`config.mk`:
```
export PLATFORM = sky130hd
export DESIGN_NAME = fetch_stage
export DESIGN_NICKNAME = d
export VERILOG_FILES = /design/src/rtl/fetch_stage.sv
export SDC_FILE = /design/constraint.sdc
export NUM_CORES = 1
export LEC_CHECK = 0
export BUFFER_PORTS_ARGS = -buffer_cell sky130_fd_sc_hd__buf_2
export CORE_MARGIN = 2
export CORE_UTILIZATION = 52
export CTS_CLUSTER_DIAMETER = 30
export CTS_CLUSTER_SIZE = 25
export DETAILED_ROUTE_END_ITERATION = 7
export PLACE_DENSITY = 0.79
export RECOVER_POWER = 100
export SYNTH_ARGS = -nofsm -noshare
export SYNTH_HDL_FRONTEND = slang
export SYNTH_SLANG_ARGS = --single-unit
```
`constraint.sdc`:
```
create_clock -name clk -period 2.69 [get_ports clk]
set_input_delay 0.807 -clock clk [delete_from_list [all_inputs] [get_ports clk]]
set_output_delay 0.807 -clock clk [all_outputs]
set_load 0.05 [all_outputs]
```
`src/rtl/fetch_stage.sv`:
```
// -----------------------------------------------------------------------------
// fetch_stage
// Instruction-fetch stage of the pipelined CPU. Owns the program counter,
// presents it to a combinational instruction memory, and registers the
// returned word into the IF/ID pipeline register. Handles hazard stalls,
// redirects from EX (taken branch/jump), halting on EBREAK, and counts the
// real instructions handed to decode.
//
// Ports:
//   clk            in   rising-edge clock
//   reset          in   asynchronous active-low reset
//   iaddr          out  fetch address to imem (the pc register)
//   idata          in   instruction word from imem, same cycle as iaddr
//   stall          in   hold pc and IF/ID contents
//   redirect_valid in   EX resolved a taken branch/jump this cycle
//   redirect_pc    in   redirect target
//   if_id_instr    out  registered instruction for decode
//   if_id_pc       out  registered pc of if_id_instr
//   if_id_pc4      out  registered if_id_pc + 4
//   if_id_valid    out  1 = real instruction, 0 = bubble
//   halted         out  fetch frozen on EBREAK
//   misalign_err   out  one-cycle pulse on a redirect with target[1:0] != 0
//   fetch_count    out  instructions written into IF/ID with valid=1
// -----------------------------------------------------------------------------
module fetch_stage #(
    parameter logic [31:0] RESET_PC   = 32'h0000_0000,
    parameter logic [31:0] NOP_INSTR  = 32'h0000_0013,
    parameter logic [31:0] HALT_INSTR = 32'h0010_0073
) (
    input  logic        clk,
    input  logic        reset,
    output logic [31:0] iaddr,
    input  logic [31:0] idata,
    input  logic        stall,
    input  logic        redirect_valid,
    input  logic [31:0] redirect_pc,
    output logic [31:0] if_id_instr,
    output logic [31:0] if_id_pc,
    output logic [31:0] if_id_pc4,
    output logic        if_id_valid,
    output logic        halted,
    output logic        misalign_err,
    output logic [31:0] fetch_count
);

    typedef enum logic [1:0] {
        ST_BOOT = 2'b00,
        ST_RUN  = 2'b01,
        ST_HALT = 2'b10
    } state_e;

    state_e      state_q,   state_d;
    logic [31:0] pc_q,      pc_d;
    logic [31:0] instr_q,   instr_d;
    logic [31:0] ifpc_q,    ifpc_d;
    logic [31:0] ifpc4_q,   ifpc4_d;
    logic        valid_q,   valid_d;
    logic        halted_q,  halted_d;
    logic        mis_q,     mis_d;
    logic [31:0] count_q,   count_d;
    logic [31:0] pc_plus4_s;

    // Sequential pc + 4; wraps modulo 2^32 with no flag.
    assign pc_plus4_s = pc_q + 32'd4;

    // Next-state logic: BOOT settle cycle, then redirect > stall > fetch/halt.
    always_comb begin
        state_d = state_q;
        pc_d    = pc_q;
        instr_d = instr_q;
        ifpc_d  = ifpc_q;
        ifpc4_d = ifpc4_q;
        valid_d = valid_q;
        count_d = count_q;
        mis_d   = 1'b0;

        case (state_q)
            ST_BOOT: begin
                // Give imem one full cycle at RESET_PC; stall/redirect ignored.
                instr_d = NOP_INSTR;
                valid_d = 1'b0;
                state_d = ST_RUN;
            end
            ST_RUN, ST_HALT: begin
                if (redirect_valid) begin
                    // Older branch wins over stall and cancels a pending halt.
                    pc_d    = {redirect_pc[31:2], 2'b00};
                    instr_d = NOP_INSTR;
                    valid_d = 1'b0;
                    state_d = ST_RUN;
                    mis_d   = (redirect_pc[1:0] != 2'b00);
                end else if (stall) begin
                    state_d = state_q;
                end else if (state_q == ST_RUN) begin
                    instr_d = idata;
                    ifpc_d  = pc_q;
                    ifpc4_d = pc_plus4_s;
                    valid_d = 1'b1;
                    count_d = count_q + 32'd1;
                    if (idata == HALT_INSTR) begin
                        // EBREAK goes to decode; pc parks on it.
                        state_d = ST_HALT;
                    end else begin
                        pc_d = pc_plus4_s;
                    end
                end else begin
                    instr_d = NOP_INSTR;
                    valid_d = 1'b0;
                end
            end
            default: begin
                // Unreachable encoding: recover through the boot cycle.
                state_d = ST_BOOT;
                instr_d = NOP_INSTR;
                valid_d = 1'b0;
            end
        endcase

        halted_d = (state_d == ST_HALT);
    end

    // State and pipeline registers with asynchronous active-low reset.
    always_ff @(posedge clk or negedge reset) begin
        if (!reset) begin
            state_q  <= ST_BOOT;
            pc_q     <= RESET_PC;
            instr_q  <= NOP_INSTR;
            ifpc_q   <= 32'd0;
            ifpc4_q  <= 32'd0;
            valid_q  <= 1'b0;
            halted_q <= 1'b0;
            mis_q    <= 1'b0;
            count_q  <= 32'd0;
        end else begin
            state_q  <= state_d;
            pc_q     <= pc_d;
            instr_q  <= instr_d;
            ifpc_q   <= ifpc_d;
            ifpc4_q  <= ifpc4_d;
            valid_q  <= valid_d;
            halted_q <= halted_d;
            mis_q    <= mis_d;
            count_q  <= count_d;
        end
    end

    assign iaddr        = pc_q;
    assign if_id_instr  = instr_q;
    assign if_id_pc     = ifpc_q;
    assign if_id_pc4    = ifpc4_q;
    assign if_id_valid  = valid_q;
    assign halted       = halted_q;
    assign misalign_err = mis_q;
    assign fetch_count  = count_q;

endmodule

```
==> PnR_summary.wiki <==
{| class="wikitable"
! Metric !! Value
|-
| DRC Markers || 0
|-
| Insertion delay of the later-clocked pin in the worst-skew pair || 0.43 ns
|-
| Buffering stage count on the worst path with inverters included || 3
|-
| Total via count in the routed design || 6,746
|-
| Sum of routed wire length over all layers || 21,500 um
|-
| Post-CTS Repair Setup Buffers || 0
|-
| Nets@finish || 1,064
|-
| Max_slew headroom || 20.2%
|-
| Number of antenna violations at the first check in global routing || 2
|-
| Post-cts sizing count || 0
|-
| Number of failing setup endpoints in the final timing report || 0
|-
| TritonCTS clock tree || built
|-
| Cell repeated most along the worst path || sky130_fd_sc_hd__clkbuf_1
|-
| DR iter-0 viols || 523
|-
| Worst r2r dst || iaddr[20]$_DFFE_PN0P_
|-
| Average wire length per cell after detail routing || 18.1 um
|-
| Clock Path Buffers || 2
|-
| Clk pwr share || 21.2%
|-
| Number of unique standard cell types used by synthesis || 68
|-
| Cts bufs inserted || 17
|-
| Largest net degree at the start of global routing || 87
|-
| Routed via count divided by cell count || 5.69
|-
| Summed instance area of the synthesized netlist || 7430 um^2
|-
| Share of synthesized area occupied by flip-flops and latches || 53.6%
|-
| Startpoint of the lowest-slack hold path || if_id_pc[10]$_DFFE_PN0P_
|-
| Initial Util || 53.3%
|-
| FF-to-FF Start || state_q[1]$_DFF_PN0_
|-
| Internal reg-to-reg setup slack || 0.21 ns
|-
| Floorplan die height || 124 um
|-
| Count of maximum capacitance violations || 0
|-
| Area growth, synth to finish || 24.3%
|-
| Fraction of registers with async set or reset after synthesis || 100%
|-
| Hold depth || 2
|-
| Cell count after synthesis || 740
|-
| Global route overflow || 0
|-
| Placed insts || 1,151
|-
| Number of buffers added on ports || 224
|-
| Type of element capturing the critical path || register
|-
| Yosys reg bits || 159
|-
| Primary flip-flop cell chosen by synthesis mapping || sky130_fd_sc_hd__dfrtp_1
|-
| CP max stage cell || sky130_fd_sc_hd__clkbuf_1
|-
| H-tree lvl count || 4
|-
| Clk sinks || 159
|-
| Most common cell after layout, fill and taps aside || sky130_fd_sc_hd__clkbuf_1
|-
| Power density over the cells || 1240 nW/um^2
|-
| Remaining number of nets flagged by the antenna check after routing || 0
|-
| Layout Cells excl Fill || 1,185
|-
| Dominant cell type by area after synthesis || sky130_fd_sc_hd__dfrtp_1
|-
| Ratio of cells with drive above 1 in the final layout || 14.6%
|-
| Total internal power || 5.61 mW
|-
| Count of endpoints failing hold in the final timing report || 0
|-
| Net Switching || 5.87 mW
|-
| Share of power burned in registers || 33.1%
|-
| Final max-slew violation count || 0
|-
| Number of stages on the worst setup path || 8
|-
| Area of the core || 13,900 um^2
|-
| Final worst-path cycle share || 94.7%
|-
| Via count of the first global-routing pass || 6,541
|-
| Synthesis warning total || 0
|-
| Achievable clock frequency || 393 MHz
|-
| Wire length of the first global-routing pass || 33,900 um
|-
| Die footprint || 15,300 um^2
|-
| Worst-case vdd ir drop || 0.936 mV
|-
| Worst EP required || 2.99 ns
|-
| Crit Path Max Fanout || 11
|-
| Global-route usage over all layers || 29.1%
|-
| Width of the die || 124 um
|-
| Fraction of post-synthesis cell area in the top cell type by area || 52.6%
|-
| Setup repair after global routing missed its margin || no
|-
| Dominant delay contributor by cell family on the critical path || buffers and inverters
|-
| Most frequent cells in the layout || 171 x sky130_fd_sc_hd__clkbuf_1, 167 x sky130_fd_sc_hd__nand2_1, 156 x sky130_fd_sc_hd__dfrtp_1
|-
| Switch share || 51.1%
|-
| HPWL after detailed placement || 15,600 um
|-
| Delay of the slowest cell on the worst path || 0.47 ns
|-
| WHS Endpoint || if_id_pc[10]$_DFFE_PN0P_
|-
| Status || finished clean
|-
| Combinational cell fraction of total power || 45.7%
|-
| Post-synth EDFFs || 0
|-
| Count of hold-fix buffers inserted at cts || 0
|-
| Ports || 231
|-
| CTS Root Cell || sky130_fd_sc_hd__clkbuf_16
|-
| Largest cells by area after synthesis || sky130_fd_sc_hd__dfrtp_1 53%, sky130_fd_sc_hd__nand2_1 8.4%, sky130_fd_sc_hd__xnor2_1 3.7%
|-
| Actual slew at the worst max-slew pin || 1.20 ns
|-
| Tmin final || 2.55 ns
|-
| Leakage power summed over all cells || 4.17 nW
|-
| Worst Reg-to-Reg Cells || 8
|-
| CP Cell Sequence || buf_2 > nor4bb_1 > nand4_1 > o211ai_1 > clkbuf_1 > clkbuf_1 > or4_1 > a31oi_1
|-
| Routability-driven placement congestion ratio || 0.855
|-
| Clock Pin Slew Worst Setup and Hold Paths || 0.06 ns
|-
| Min-Delay Path Class || register to register
|-
| Utilization after layout || 66.2%
|-
| Number of cell rows || 43
|-
| Nature of the critical path startpoint || input pin
|-
| Setup skew after layout || 0.00486 ns
|-
| Drt pass-1 iters || 5
|-
| Crit Path Class || input pin to register
|-
| Endpoint arrival time on the critical path || 2.85 ns
|-
| Per-instance average area after synthesis || 10.0 um^2
|}
metal layers:
layer | part of all wire (%) | routed length [um] | GRT usage, % | vias up
li1 | - | - | - | 3113
met1 | 41 | 8750 | 37.5 | 3279
met2 | 49 | 10400 | 46.4 | 302
met3 | 7.7 | 1640 | 7.80 | 52
met4 | 3.1 | 659 | 12.6 | 0
met5 | 0 | 0 | 0 | -
Yosys cell counts (10+ instances only):
| master | count |
|---|---|
| sky130_fd_sc_hd__dfrtp_1 | 156 |
| sky130_fd_sc_hd__a22o_1 | 29 |
| sky130_fd_sc_hd__nand2_1 | 167 |
| sky130_fd_sc_hd__o21ai_0 | 29 |
| sky130_fd_sc_hd__inv_1 | 10 |
| sky130_fd_sc_hd__clkbuf_1 | 35 |
| sky130_fd_sc_hd__xnor2_1 | 31 |
| sky130_fd_sc_hd__nor2_1 | 27 |
| sky130_fd_sc_hd__nand4_1 | 18 |
| sky130_fd_sc_hd__nand3_1 | 25 |
| sky130_fd_sc_hd__o211ai_1 | 17 |
| sky130_fd_sc_hd__xor2_1 | 27 |
| sky130_fd_sc_hd__o21ai_1 | 10 |
metrics by stage:
step                power [mW]  hold slack [ns]  area, um^2  setup WS (ns)  TNS (ns)
CTS                       11.8            0.307        9580          0.218         0
detailed placement        9.30            0.456        8980        -0.0134   -0.0166
floorplan                 7.68            0.505        7440         0.0693         0
finish                    11.5            0.475        9230          0.143         0
global route              12.1            0.497        9230         0.0352         0
global placement          9.21            0.454        8980         0.0152         0
final cells by class:
class / count / area [um^2]
sequential: 159 / 3980
antenna: 2 / 5.00
fill: 1237 / 4710
timing repair buffer: 276 / 1250
clock inverter: 14 / 158
inverter: 11 / 41.3
clock buffer: 18 / 439
tap: 180 / 225
multi-input combinational: 525 / 3130
state kept, by name, summed over array words and instances (netlist names):
signal,count
if_id_instr,32
fetch_count,32
misalign_err,1
if_id_valid,1
if_id_pc,30
if_id_pc4,30
state_q,2
iaddr,30
halted,1
power groups by stage:
stage,sequential (mW),combinational [mW],clock (mW)
3_5_place_dp,3.80,5.50,0
4_1_cts,3.78,5.52,2.47
2_1_floorplan,6.29,1.39,0
3_3_place_gp,3.77,5.43,0
6_report,3.80,5.25,2.44
5_1_grt,3.90,5.58,2.58
kinds of logic (layout without fill, tap and decap cells):
family	Yosys count	after routing	synth area share, %
AND/OR/NAND/NOR	320	320	21.4
other	1	8	0.0505
adder cells (fa/ha/maj)	6	6	1.01
buffers and inverters	61	319	3.64
AO/OA/AOI/OAI	130	130	12.7
multiplexers	4	4	0.539
flip-flops	159	159	53.6
XOR/XNOR	59	59	7.06
how the worst max path moves through the flow:
stage                    startpoint                           to  slack [ns]
2_1_floorplan        redirect_valid  fetch_count[31]$_DFFE_PN0P_        0.07
3_3_place_gp         redirect_valid  fetch_count[28]$_DFFE_PN0P_        0.02
3_5_place_dp         redirect_valid  fetch_count[20]$_DFFE_PN0P_       -0.01
4_1_cts        state_q[1]$_DFF_PN0_  fetch_count[20]$_DFFE_PN0P_        0.22
5_1_grt                   idata[24]        iaddr[30]$_DFFE_PN0P_        0.04
6_report                   idata[3]        iaddr[30]$_DFFE_PN0P_        0.14
tightest hold or removal path, delay by kind of cell, from the launching register on:
family / cells / cell delay [ns]
flip-flops: 1 / 0.34
AND/OR/NAND/NOR: 2 / 0.10
Power figures use the tool's default switching activity.
